**config.mk**
```make
export PLATFORM = sky130hd
export DESIGN_NAME = alu_arbiter_flat
export DESIGN_NICKNAME = d
export VERILOG_FILES = /design/src/rtl/alu_arbiter_if.sv /design/src/rtl/alu_arbiter.sv /design/src/flat_wrapper.sv
export SDC_FILE = /design/constraint.sdc
export NUM_CORES = 1
export LEC_CHECK = 0
export CAP_MARGIN = 5
export CORE_UTILIZATION = 34
export CTS_CLUSTER_DIAMETER = 30
export CTS_CLUSTER_SIZE = 10
export DETAILED_ROUTE_END_ITERATION = 8
export GPL_TIMING_DRIVEN = 0
export PLACE_DENSITY_LB_ADDON = 0.05
export SLEW_MARGIN = 20
export SYNTH_ARGS = -nofsm -noshare
export SYNTH_HDL_FRONTEND = slang
export SYNTH_SLANG_ARGS = --single-unit
```
**constraint.sdc**
```tcl
create_clock -name clk -period 1.4 [get_ports clk]
set_clock_uncertainty 0.05 [all_clocks]
set_input_delay 0.14 -clock clk [delete_from_list [all_inputs] [get_ports clk]]
set_output_delay 0.14 -clock clk [all_outputs]
set_load 0.02 [all_outputs]
```
**src/rtl/alu_arbiter_if.sv**
```systemverilog
`default_nettype none
// ============================================================================
// Module   : alu_arbiter_if
// Brief    : Requester, shared-ALU and response signals of alu_arbiter.
// Revision : 1.0 - initial release
// ============================================================================
interface alu_arbiter_if #(
  parameter int WIDTH = 32
);
  logic             req0_valid;
  logic             req0_ready;
  logic [WIDTH-1:0] req0_a;
  logic [WIDTH-1:0] req0_b;
  logic [2:0]       req0_cmd;

  logic             req1_valid;
  logic             req1_ready;
  logic [WIDTH-1:0] req1_a;
  logic [WIDTH-1:0] req1_b;
  logic [2:0]       req1_cmd;

  logic [WIDTH-1:0] alu_operandA;
  logic [WIDTH-1:0] alu_operandB;
  logic [2:0]       alu_command;
  logic [WIDTH-1:0] alu_result;
  logic             alu_zero;
  logic             alu_overflow;
  logic             alu_carryout;

  logic             rsp_valid;
  logic             rsp_ready;
  logic             rsp_id;
  logic [WIDTH-1:0] rsp_result;
  logic             rsp_zero;
  logic             rsp_overflow;
  logic             rsp_carryout;

  // Arbiter side
  modport slave (
    input  req0_valid, req0_a, req0_b, req0_cmd,
    input  req1_valid, req1_a, req1_b, req1_cmd,
    input  alu_result, alu_zero, alu_overflow, alu_carryout,
    input  rsp_ready,
    output req0_ready, req1_ready,
    output alu_operandA, alu_operandB, alu_command,
    output rsp_valid, rsp_id, rsp_result, rsp_zero, rsp_overflow, rsp_carryout
  );

  // Environment side: requesters, ALU and response consumer
  modport master (
    output req0_valid, req0_a, req0_b, req0_cmd,
    output req1_valid, req1_a, req1_b, req1_cmd,
    output alu_result, alu_zero, alu_overflow, alu_carryout,
    output rsp_ready,
    input  req0_ready, req1_ready,
    input  alu_operandA, alu_operandB, alu_command,
    input  rsp_valid, rsp_id, rsp_result, rsp_zero, rsp_overflow, rsp_carryout
  );
endinterface
`default_nettype wire

```
**src/rtl/alu_arbiter.sv**
```systemverilog
`default_nettype none
// ============================================================================
// Module   : alu_arbiter
// Brief    : Two-requester arbiter in front of a shared combinational ALU,
//            with an issue register and a one-entry tagged response buffer.
//            ALU_ARB_FIXED_PRI_EN: requester 0 always wins ties.
// Revision : 1.0 - initial release
// ============================================================================
module alu_arbiter #(
  parameter int WIDTH = 32
) (
  input logic          clk,
  input logic          reset_n,
  alu_arbiter_if.slave bus
);
  logic             r_s1_valid;
  logic             r_s1_id;
  logic [WIDTH-1:0] r_s1_a;
  logic [WIDTH-1:0] r_s1_b;
  logic [2:0]       r_s1_cmd;

  logic             r_s2_valid;
  logic             r_s2_id;
  logic [WIDTH-1:0] r_s2_result;
  logic             r_s2_zero;
  logic             r_s2_overflow;
  logic             r_s2_carryout;

  logic w_s2_load;
  logic w_s1_free;
  logic w_grant1;
  logic w_accept0;
  logic w_accept1;
  logic w_accept;

  assign w_s2_load = r_s1_valid && (!r_s2_valid || bus.rsp_ready);
  assign w_s1_free = !r_s1_valid || w_s2_load;

`ifdef ALU_ARB_FIXED_PRI_EN
  assign w_grant1 = bus.req1_valid && !bus.req0_valid;
`else
  logic r_last_grant;

  // On a tie the requester that did not win last time goes next
  assign w_grant1 = bus.req1_valid && (!bus.req0_valid || !r_last_grant);

  always_ff @(posedge clk or negedge reset_n) begin
    if (!reset_n) begin
      r_last_grant <= 1'b1;
    end else if (w_accept) begin
      r_last_grant <= w_accept1;
    end
  end
`endif

  assign w_accept0 = bus.req0_valid && !w_grant1 && w_s1_free;
  assign w_accept1 = w_grant1 && w_s1_free;
  assign w_accept  = w_accept0 || w_accept1;

  always_ff @(posedge clk or negedge reset_n) begin
    if (!reset_n) begin
      r_s1_valid <= 1'b0;
      r_s1_id    <= 1'b0;
      r_s1_a     <= '0;
      r_s1_b     <= '0;
      r_s1_cmd   <= 3'd0;
    end else begin
      if (w_s1_free) begin
        r_s1_valid <= w_accept;
      end
      if (w_accept) begin
        r_s1_id  <= w_accept1;
        r_s1_a   <= w_accept1 ? bus.req1_a   : bus.req0_a;
        r_s1_b   <= w_accept1 ? bus.req1_b   : bus.req0_b;
        r_s1_cmd <= w_accept1 ? bus.req1_cmd : bus.req0_cmd;
      end
    end
  end

  always_ff @(posedge clk or negedge reset_n) begin
    if (!reset_n) begin
      r_s2_valid    <= 1'b0;
      r_s2_id       <= 1'b0;
      r_s2_result   <= '0;
      r_s2_zero     <= 1'b0;
      r_s2_overflow <= 1'b0;
      r_s2_carryout <= 1'b0;
    end else if (w_s2_load) begin
      r_s2_valid    <= 1'b1;
      r_s2_id       <= r_s1_id;
      r_s2_result   <= bus.alu_result;
      r_s2_zero     <= bus.alu_zero;
      r_s2_overflow <= bus.alu_overflow;
      r_s2_carryout <= bus.alu_carryout;
    end else if (r_s2_valid && bus.rsp_ready) begin
      r_s2_valid <= 1'b0;
    end
  end

  assign bus.req0_ready   = w_accept0;
  assign bus.req1_ready   = w_accept1;

  assign bus.alu_operandA = r_s1_a;
  assign bus.alu_operandB = r_s1_b;
  assign bus.alu_command  = r_s1_cmd;

  assign bus.rsp_valid    = r_s2_valid;
  assign bus.rsp_id       = r_s2_id;
  assign bus.rsp_result   = r_s2_result;
  assign bus.rsp_zero     = r_s2_zero;
  assign bus.rsp_overflow = r_s2_overflow;
  assign bus.rsp_carryout = r_s2_carryout;
endmodule
`default_nettype wire

```
**src/flat_wrapper.sv**
```systemverilog
// flat-port wrapper written by rule: the top's interface ports become plain ports
module alu_arbiter_flat 
#(
  parameter int WIDTH = 32
)
  (clk, reset_n, bus_req0_valid, bus_req0_a, bus_req0_b, bus_req0_cmd, bus_req1_valid, bus_req1_a, bus_req1_b, bus_req1_cmd, bus_alu_result, bus_alu_zero, bus_alu_overflow, bus_alu_carryout, bus_rsp_ready, bus_req0_ready, bus_req1_ready, bus_alu_operandA, bus_alu_operandB, bus_alu_command, bus_rsp_valid, bus_rsp_id, bus_rsp_result, bus_rsp_zero, bus_rsp_overflow, bus_rsp_carryout);
  alu_arbiter_if #(.WIDTH(WIDTH)) bus_i ();
  input logic clk;
  input logic reset_n;
  input wire logic [$bits(bus_i.req0_valid)-1:0] bus_req0_valid;
  input wire logic [$bits(bus_i.req0_a)-1:0] bus_req0_a;
  input wire logic [$bits(bus_i.req0_b)-1:0] bus_req0_b;
  input wire logic [$bits(bus_i.req0_cmd)-1:0] bus_req0_cmd;
  input wire logic [$bits(bus_i.req1_valid)-1:0] bus_req1_valid;
  input wire logic [$bits(bus_i.req1_a)-1:0] bus_req1_a;
  input wire logic [$bits(bus_i.req1_b)-1:0] bus_req1_b;
  input wire logic [$bits(bus_i.req1_cmd)-1:0] bus_req1_cmd;
  input wire logic [$bits(bus_i.alu_result)-1:0] bus_alu_result;
  input wire logic [$bits(bus_i.alu_zero)-1:0] bus_alu_zero;
  input wire logic [$bits(bus_i.alu_overflow)-1:0] bus_alu_overflow;
  input wire logic [$bits(bus_i.alu_carryout)-1:0] bus_alu_carryout;
  input wire logic [$bits(bus_i.rsp_ready)-1:0] bus_rsp_ready;
  output wire logic [$bits(bus_i.req0_ready)-1:0] bus_req0_ready;
  output wire logic [$bits(bus_i.req1_ready)-1:0] bus_req1_ready;
  output wire logic [$bits(bus_i.alu_operandA)-1:0] bus_alu_operandA;
  output wire logic [$bits(bus_i.alu_operandB)-1:0] bus_alu_operandB;
  output wire logic [$bits(bus_i.alu_command)-1:0] bus_alu_command;
  output wire logic [$bits(bus_i.rsp_valid)-1:0] bus_rsp_valid;
  output wire logic [$bits(bus_i.rsp_id)-1:0] bus_rsp_id;
  output wire logic [$bits(bus_i.rsp_result)-1:0] bus_rsp_result;
  output wire logic [$bits(bus_i.rsp_zero)-1:0] bus_rsp_zero;
  output wire logic [$bits(bus_i.rsp_overflow)-1:0] bus_rsp_overflow;
  output wire logic [$bits(bus_i.rsp_carryout)-1:0] bus_rsp_carryout;
  assign bus_i.req0_valid = bus_req0_valid;
  assign bus_i.req0_a = bus_req0_a;
  assign bus_i.req0_b = bus_req0_b;
  assign bus_i.req0_cmd = bus_req0_cmd;
  assign bus_i.req1_valid = bus_req1_valid;
  assign bus_i.req1_a = bus_req1_a;
  assign bus_i.req1_b = bus_req1_b;
  assign bus_i.req1_cmd = bus_req1_cmd;
  assign bus_i.alu_result = bus_alu_result;
  assign bus_i.alu_zero = bus_alu_zero;
  assign bus_i.alu_overflow = bus_alu_overflow;
  assign bus_i.alu_carryout = bus_alu_carryout;
  assign bus_i.rsp_ready = bus_rsp_ready;
  assign bus_req0_ready = bus_i.req0_ready;
  assign bus_req1_ready = bus_i.req1_ready;
  assign bus_alu_operandA = bus_i.alu_operandA;
  assign bus_alu_operandB = bus_i.alu_operandB;
  assign bus_alu_command = bus_i.alu_command;
  assign bus_rsp_valid = bus_i.rsp_valid;
  assign bus_rsp_id = bus_i.rsp_id;
  assign bus_rsp_result = bus_i.rsp_result;
  assign bus_rsp_zero = bus_i.rsp_zero;
  assign bus_rsp_overflow = bus_i.rsp_overflow;
  assign bus_rsp_carryout = bus_i.rsp_carryout;
  alu_arbiter #(.WIDTH(WIDTH)) u_core (.clk(clk), .reset_n(reset_n), .bus(bus_i));
endmodule
```
# Yosys cells after proc, flatten, opt, wreduce, memory -nomap -nowiden
# Index checks and enable logic that the tools add are counted.
[op_classes]
mux = 5
n_reduce_logical = 16
[ops]
columns = ["cell", "count"]
rows = [
  ["two-way mux 32 bit", 2],
  ["logical AND 1 bit", 6],
  ["logical NOT 1 bit", 5],
  ["logical OR 1 bit", 4],
  ["two-way mux 3 bit", 1],
  ["two-way mux 1 bit", 2],
  ["nonzero test 2 bit", 1],
]
[word_totals]
inputBits = 174
register_bits = 107
out_inout_bits = 106

# Logic depth before layout (Yosys ltp)
# Gate-level depths: netlist (run 1).
[logic_depth]
word_depth = 7
ltp_mapped = 6
ltp_nobuf = 3

# Worst setup path after synthesis (run 1)
# OpenSTA, ideal clock, no wires.
[synth_path]
kind = "register -> output"
startpoint = "register u_core.r_s2_valid, in the netlist u_core.bus.rsp_valid"
endpoint = "output bus_req1_ready"
n_path_buf = 2
stages_incl_launch_ff = 5
setup_slack_ns = -0.174
t_required_ns = 1.210
arrival_time_ns = 1.384
path_cell_list = "dfrtp_1 > nand3b_1 > clkbuf_1 > buf_2 > nor2b_1"
[synth_between]
elab_chain_len = 5
[synth_lines]
columns = ["element", "line_no", "text"]
rows = [
  ["start, declared", "alu_arbiter.sv:22", "logic r_s2_valid;"],
  ["start signal, assigned", "alu_arbiter.sv:82", "r_s2_valid <= 1'b0;"],
  ["start signal, assigned", "alu_arbiter.sv:89", "r_s2_valid <= 1'b1;"],
  ["start signal, assigned", "alu_arbiter.sv:96", "r_s2_valid <= 1'b0;"],
  ["logical NOT 1 bit", "alu_arbiter.sv:36", "assign w_s2_load = r_s1_valid && (!r_s2_valid || bus.rsp_ready);"],
  ["logical OR 1 bit", "alu_arbiter.sv:36", ""],
  ["logical AND 1 bit", "alu_arbiter.sv:36", ""],
  ["logical OR 1 bit", "alu_arbiter.sv:37", "assign w_s1_free = !r_s1_valid || w_s2_load;"],
  ["logical AND 1 bit", "alu_arbiter.sv:57", "assign w_accept1 = w_grant1 && w_s1_free;"],
  ["end, declared", "flat_wrapper.sv:24", "output wire logic [$bits(bus_i.req1_ready)-1:0] bus_req1_ready;"],
]
# Every way passes these cells.

# Final worst setup path (run 1)
[layout_path]
startpoint = "register u_core.r_last_grant"
endpoint = "output bus_req1_ready"
[layout_between]
elab_chain_len = 4
[layout_lines]
columns = ["element", "line_no", "text"]
rows = [
  ["start, declared", "alu_arbiter.sv:42", "logic r_last_grant;"],
  ["start signal, assigned", "alu_arbiter.sv:51", "r_last_grant <= w_accept1;"],
  ["logical NOT 1 bit", "alu_arbiter.sv:45", "assign w_grant1 = bus.req1_valid && (!bus.req0_valid || !r_last_grant);"],
  ["logical OR 1 bit", "alu_arbiter.sv:45", ""],
  ["logical AND 1 bit", "alu_arbiter.sv:45", ""],
  ["logical AND 1 bit", "alu_arbiter.sv:57", ""],
]
# Every way passes these cells.

==> results.ini, run 1 <==
[global_route]
first_global_vias = 4509
antenna_found_initial = 1
grt_first_pass_wirelength_um = 24200
track_usage = 0.222
grt_max_degree = 70
overflow = 0

[sta]
min_period_ns = 1.69
finalSetupViolCount = 69
finalSetupTns_ns = -8.78
slew_headroom = 0.524
layout_setup_ws_ns = -0.291
worst-slew-pin-transition_ns = 0.714
max_freq_mhz = 591
slew_viol_final = 0
hold_violations = 0
rsz0062_at_grt = yes
min_period_over_period = 1.21

[cells_and_area]
drive_above_1_share = 0.223
fillers = 1075
fin_util = 0.638
nets = 815
syn2layout_area_growth_pct = 83.7

[cts]
clock_latency_ns = 0.35
root_buffer = clkbuf_16
ctsHtreeMaxLevel = 3
cts_max_path_buffers = 2
path_clk_slew_ns = 0.07
numCtsBuffers = 9
numClockSinks = 107
cts_tree = built

[yosys]
synth-edff-count = 0
ys_seq_area_frac = 0.585
synth_top_area_frac = 0.579
synth-main-ff-cell = dfrtp_1
synth_area_leader_cell = dfrtp_1
synth_commonest_cells = 106 x dfrtp_1, 67 x o32ai_1, 66 x a2bb2oi_1
synth_fp_nets = 508
netlist_top_cells_area = dfrtp_1 58%, o32ai_1 13%, a2bb2oi_1 13%, mux2_2 8.8%, buf_2 2.0%
ys_seq_elements = 107
synth_cell_types = 23
synthArstFlopShare = 1.00
yosys.cell_count.top_type = dfrtp_1
avgSynthCellArea_um2 = 13.7
syn_area_mm2 = 0.00458
synth_warnings = 0
syn_inst = 334

[detailed_routing]
drtAntennaViolNets = 0
wirelength_um = 15100
drtIter0Drc = 90
drc_errors = 0
wl_per_cell_um = 18.3
vias_per_cell = 5.10
dr.pass1.iters = 4
vias = 4199

[floorplanning]
coreArea_mm2 = 0.0132
die_h_um = 118
io_pins = 280
die_area_mm2 = 0.0139
rows = 42
initial_core_util = 0.347
die_w_um = 118

[status]
outcome = finished, violations left
violations = negative setup slack

[setup_path]
critPathArrivalTime_ns = 1.50
cpMaxStageDelayCell = dfstp_2
critPathRequiredTime_ns = 1.21
slowest_delay_ns = 0.39
critical_path_class = flop to output pin
cp_num_buf_inv = 4
critPathTopFamily = buffers and inverters
startpoint_type = flop
endpoint_kind = output pin
cpMostUsedCell = buf_6
path_max_fanout = 3
path_cells = buf_6 -> a21bo_4 -> buf_6 -> buf_12 -> nor2b_4 -> buf_6

[pwr]
power_density_mw_per_mm2 = 1230
peakVddDrop_mv = 0.567
power_mw = 10.4
power.leakage_nw = 3.41

[placed_design]
dpl.hpwl_um = 11200
gp_congestion = 0.736
io_buffers = 279
place_ws_ns = -0.957

[hold_path]
hold_class = input pin to flop

[job]
cap_viol_max_count = 0

repair_timing:
item	in CTS	in global routing
pin swaps	10	7
endpoints found under the setup margin	205	100
hold endpoints to repair	38	0
hold buffers	1	0
resized for setup	170	20
gates cloned	1	0
buffers inserted	9	7
logic make-up (layout without fill, tap and decap cells):
logic type,Yosys count,in the layout,share of synthesized area
flip-flops,107,107,0.585
AND/OR/NAND/NOR,10,10,0.0137
multiplexers,36,36,0.0885
buffers and inverters,42,354,0.0494
AO/OA/AOI/OAI,139,139,0.264
other,0,1,0
state kept, by name (all words and copies together), names as in the netlist:
register                 cells
u_core.bus.alu_command       3
u_core.bus.alu_operandA     32
u_core.bus.alu_operandB     32
u_core.bus.rsp_carryout      1
u_core.bus.rsp_id            1
u_core.bus.rsp_overflow      1
u_core.bus.rsp_result       32
u_core.bus.rsp_valid         1
u_core.bus.rsp_zero          1
u_core.r_last_grant          1
u_core.r_s1_id               1
u_core.r_s1_valid            1
per-stage QoR:
step / cell area (um2) / hold slack [ns] / instances
after floorplan: 4770 / -0.206 / 334
after global placement: 7780 / 0.436 / 789
after detailed placement: 7810 / 0.0235 / 790
after CTS: 8310 / 0.173 / 815
after global routing: 8420 / 0.229 / 823
final: 8420 / 0.214 / 823
worst register-to-register path, stage by stage (launching register included):
cell       delay [ns]
dfstp_2          0.57
buf_6            0.10
a21bo_4          0.11
buf_6            0.10
buf_4            0.19
buf_12           0.16
o32ai_2          0.08
a2bb2oi_1        0.17
layout by cell type, fill, tap and decap left out, types with 2 or more instances in the layout:
| cell type | n |
|---|---|
| buf_6 | 16 |
| clkbuf_16 | 9 |
| o32ai_4 | 2 |
| buf_2 | 5 |
| clkbuf_1 | 6 |
| o32ai_2 | 21 |
| clkdlybuf4s50_1 | 170 |
| a2bb2oi_1 | 60 |
| dfrtp_1 | 106 |
| buf_8 | 2 |
| dlygate4sd2_1 | 106 |
| mux2_2 | 36 |
| bufinv_16 | 3 |
| clkbuf_4 | 3 |
| nor2_1 | 2 |
| a2bb2oi_2 | 6 |
| nand2b_1 | 2 |
| buf_4 | 18 |
| buf_12 | 4 |
| clkbuf_2 | 4 |
| o32ai_1 | 44 |
| a21oi_1 | 2 |
layout make-up:
type / instances / area, um2 / share of cell area
Buffer: 39 / 360 / 0.0428
Clock inverter: 6 / 113 / 0.0134
Sequential cell: 107 / 2680 / 0.318
Antenna cell: 1 / 2.50 / 0.000297
Timing Repair Buffer: 298 / 2870 / 0.340
Inverter: 1 / 3.75 / 0.000446
Multi-Input combinational cell: 185 / 1950 / 0.231
Clock buffer: 10 / 229 / 0.0272
Tap cell: 176 / 220 / 0.0262
metal layers:
| metal | up-vias | part of all wire | wire length [um] | global-route usage |
|---|---|---|---|---|
| met5 | - | 0 | 0 | 0 |
| met4 | 0 | 0.015 | 233 | 0.0721 |
| met3 | 16 | 0.060 | 903 | 0.0533 |
| met2 | 150 | 0.51 | 7710 | 0.388 |
| met1 | 2054 | 0.41 | 6210 | 0.267 |
| li1 | 1979 | - | - | - |
worst paths after layout:
path	end	cells after the start	slack, ns	from
max in group asynchronous	u_core.r_last_grant$_DFFE_PN1P_	3	0.41	reset_n
hold / removal	u_core.r_last_grant$_DFFE_PN1P_	2	0.21	bus_req0_valid
min in group asynchronous	u_core.bus.alu_operandB[28]$_DFFE_PN0P_	2	0.22	reset_n
setup / recovery	bus_req1_ready	6	-0.29	u_core.r_last_grant$_DFFE_PN1P_
setup reg to reg	u_core.bus.alu_operandB[20]$_DFFE_PN0P_	7	-0.22	u_core.r_last_grant$_DFFE_PN1P_
hold reg to reg	u_core.bus.rsp_result[12]$_DFFE_PN0P_	1	0.45	u_core.bus.rsp_result[12]$_DFFE_PN0P_
power by group:
part	switching (mW)	total (mW)	internal, mW
Clock	1.14	2.89	1.76
Sequential	0.270	3.88	3.61
Combinational	1.74	3.61	1.87
Total	3.14	10.4	7.24
(Power assumes the default switching activity.)
==> run 2: changes to the inputs <==
CTS_CLUSTER_DIAMETER = 200   (was 30)
==> results of run 2 <==
Same layout as run 1: the final DEF is identical, and so are final timing and power.
==> run 3: changes to the inputs <==
CORE_UTILIZATION = 37   (was 34)
clock period = 1.61 ns   (was 1.4 ns; I/O delays follow)
==> run 3 against run 2 <==
Compared with the run above:
- the run still ends with negative setup slack left
- hold slack got worse by 0.041 ns
- die area down 8.0%
- routed wire length decreased by 0.55%
- clock power down 27%
- sequential power down 13%
- worst setup slack improved by 0.25 ns
- flip-flop and latch count stayed put
- global-route usage grew 1.3 points
- combinational power is 10% lower
==> results.ini, run 3 (same netlist as run 1, synthesis figures left out) <==
[status]
outcome = finished, violations left
violations = negative setup slack

[global_route]
grt_first_pass_wirelength_um = 23200  ; -4.1%
antenna_found_initial = 1  ; unchanged
first_global_vias = 4475  ; -0.75%
track_usage = 0.235  ; +0.0128
grt_max_degree = 55  ; -21%
overflow = 0  ; unchanged

[cells_and_area]
drive_above_1_share = 0.177  ; -0.0461
nets = 809  ; -0.74%
register_area_mm2 = 0.00268  ; unchanged
fillers = 935  ; -13%
multiInputGateArea_mm2 = 0.00178  ; -8.3%
layout_commonest_cell = clkdlybuf4s50_1
syn2layout_area_growth_pct = 77.6
fin_util = 0.675  ; +0.0364
final_cell_mix = 272 x clkdlybuf4s50_1, 106 x dfrtp_1, 66 x a2bb2oi_1

[floorplanning]
coreArea_mm2 = 0.0121  ; -8.6%
die_area_mm2 = 0.0128  ; -8.0%
initial_core_util = 0.380  ; +0.0325
die_w_um = 113  ; -4.1%
rows = 40  ; -4.8%
die_h_um = 113  ; -4.1%
io_pins = 280  ; unchanged

[setup_path]
endpoint_kind = output pin
critPathArrivalTime_ns = 1.44  ; -0.06 ns
critPathRequiredTime_ns = 1.40  ; +0.19 ns
startpoint_type = flop
path_max_fanout = 3  ; unchanged
critical_path_class = flop to output pin

[cts]
path_clk_slew_ns = 0.06  ; about the same
ctsHtreeMaxLevel = 3  ; unchanged
cts_tree = built
root_buffer = clkbuf_16
clock_latency_ns = 0.34  ; about the same
numCtsBuffers = 9  ; unchanged
cts_max_path_buffers = 2  ; unchanged
numClockSinks = 107  ; unchanged

[sta]
rsz0062_at_grt = yes
slew_headroom = 0.531  ; +0.00657
layout_setup_ws_ns = -0.0432  ; +0.248 ns
min_period_over_period = 1.03
worst-slew-pin-transition_ns = 0.704  ; -0.00986 ns
min_period_ns = 1.65
finalSetupViolCount = 2  ; -97%
slew_viol_final = 0  ; unchanged
hold_violations = 0  ; unchanged
max_freq_mhz = 605

[pwr]
peakVddDrop_mv = 0.624  ; +10%
power.leakage_nw = 3.19  ; -6.5%
power_mw = 8.76  ; -16%
power_density_mw_per_mm2 = 1080  ; -13%

[detailed_routing]
vias = 4249  ; +1.2%
drc_errors = 0  ; unchanged
vias_per_cell = 5.26  ; +3.1%
dr.pass1.iters = 4  ; unchanged
drtIter0Drc = 140  ; +56%
drtAntennaViolNets = 0  ; unchanged
wirelength_um = 15000  ; -0.55%
wl_per_cell_um = 18.5  ; +1.3%

[hold_path]
hold_class = input pin to flop

[job]
cap_viol_max_count = 0  ; unchanged

[placed_design]
io_buffers = 279  ; unchanged
dpl.hpwl_um = 11200  ; -0.48%
gp_congestion = 0.761  ; +3.3%

==> run 3: worst paths after layout <==
| check | from | endpoint | slack [ns] | depth (start not counted) |
|---|---|---|---|---|
| max | u_core.r_last_grant$_DFFE_PN1P_ | bus_req0_ready | -0.04 | 4 |
| min | bus_req0_valid | u_core.r_last_grant$_DFFE_PN1P_ | 0.17 | 2 |
| max reg2reg | u_core.r_last_grant$_DFFE_PN1P_ | u_core.bus.alu_operandB[16]$_DFFE_PN0P_ | 0.06 | 6 |
| min reg2reg | u_core.bus.rsp_result[7]$_DFFE_PN0P_ | u_core.bus.rsp_result[7]$_DFFE_PN0P_ | 0.45 | 1 |
| max in group asynchronous | reset_n | u_core.r_last_grant$_DFFE_PN1P_ | 0.54 | 3 |
| min in group asynchronous | reset_n | u_core.bus.rsp_result[2]$_DFFE_PN0P_ | 0.29 | 2 |
==> run 3: area by class of cell <==
cell class / count / share of cell area
Sequential cell: 107 / 0.329
Timing Repair Buffer: 293 / 0.359
Inverter: 1 / 0.000461
Antenna cell: 1 / 0.000308
Multi-Input combinational cell: 185 / 0.219
Clock buffer: 12 / 0.0291
Clock inverter: 3 / 0.00492
Buffer: 38 / 0.0320
Tap cell: 168 / 0.0258
==> run 3: stage by stage <==
step	setup WS [ns]	instances	TNS (ns)	cell area (um2)	hold slack (ns)
after floorplan	0.0151	334	0	4580	-0.185
after global placement	-3.68	781	-417.14	7580	0.437
after detailed placement	-0.935	782	-27.81	7610	0.0978
after CTS	-0.0476	805	-0.0748	8000	0.193
after global routing	-0.0862	808	-0.393	8140	0.217
final	-0.0432	808	-0.0520	8140	0.173
==> run 3: critical path, stage by stage, from the launching register on <==
cell and delay (ns):
dfstp_2 0.57, nor2b_4 0.06, buf_8 0.12, nor3b_4 0.20
buf_6 0.15
==> run 3: per-layer routing <==
layer | wire [um] | global-route usage | up-vias | part of all wire
met5 | 0 | 0 | - | 0
met4 | 351 | 0.0912 | 0 | 0.023
met3 | 1550 | 0.0916 | 26 | 0.10
met2 | 7320 | 0.402 | 189 | 0.49
met1 | 5750 | 0.263 | 2072 | 0.38
li1 | - | - | 1962 | -
==> run 3: report_power, final <==
part	internal (mW)	switching [mW]
Clock	1.19	0.923
Sequential	3.14	0.244
Combinational	1.80	1.46
Total	6.14	2.63
==> run 3: timing repair <==
item	4_1_cts	5_1_grt
hold buffers	1	0
resized for setup	27	41
pin swaps	3	2
setup buffers	10	2
hold endpoints to repair	53	0
endpoints found under the setup margin	63	93
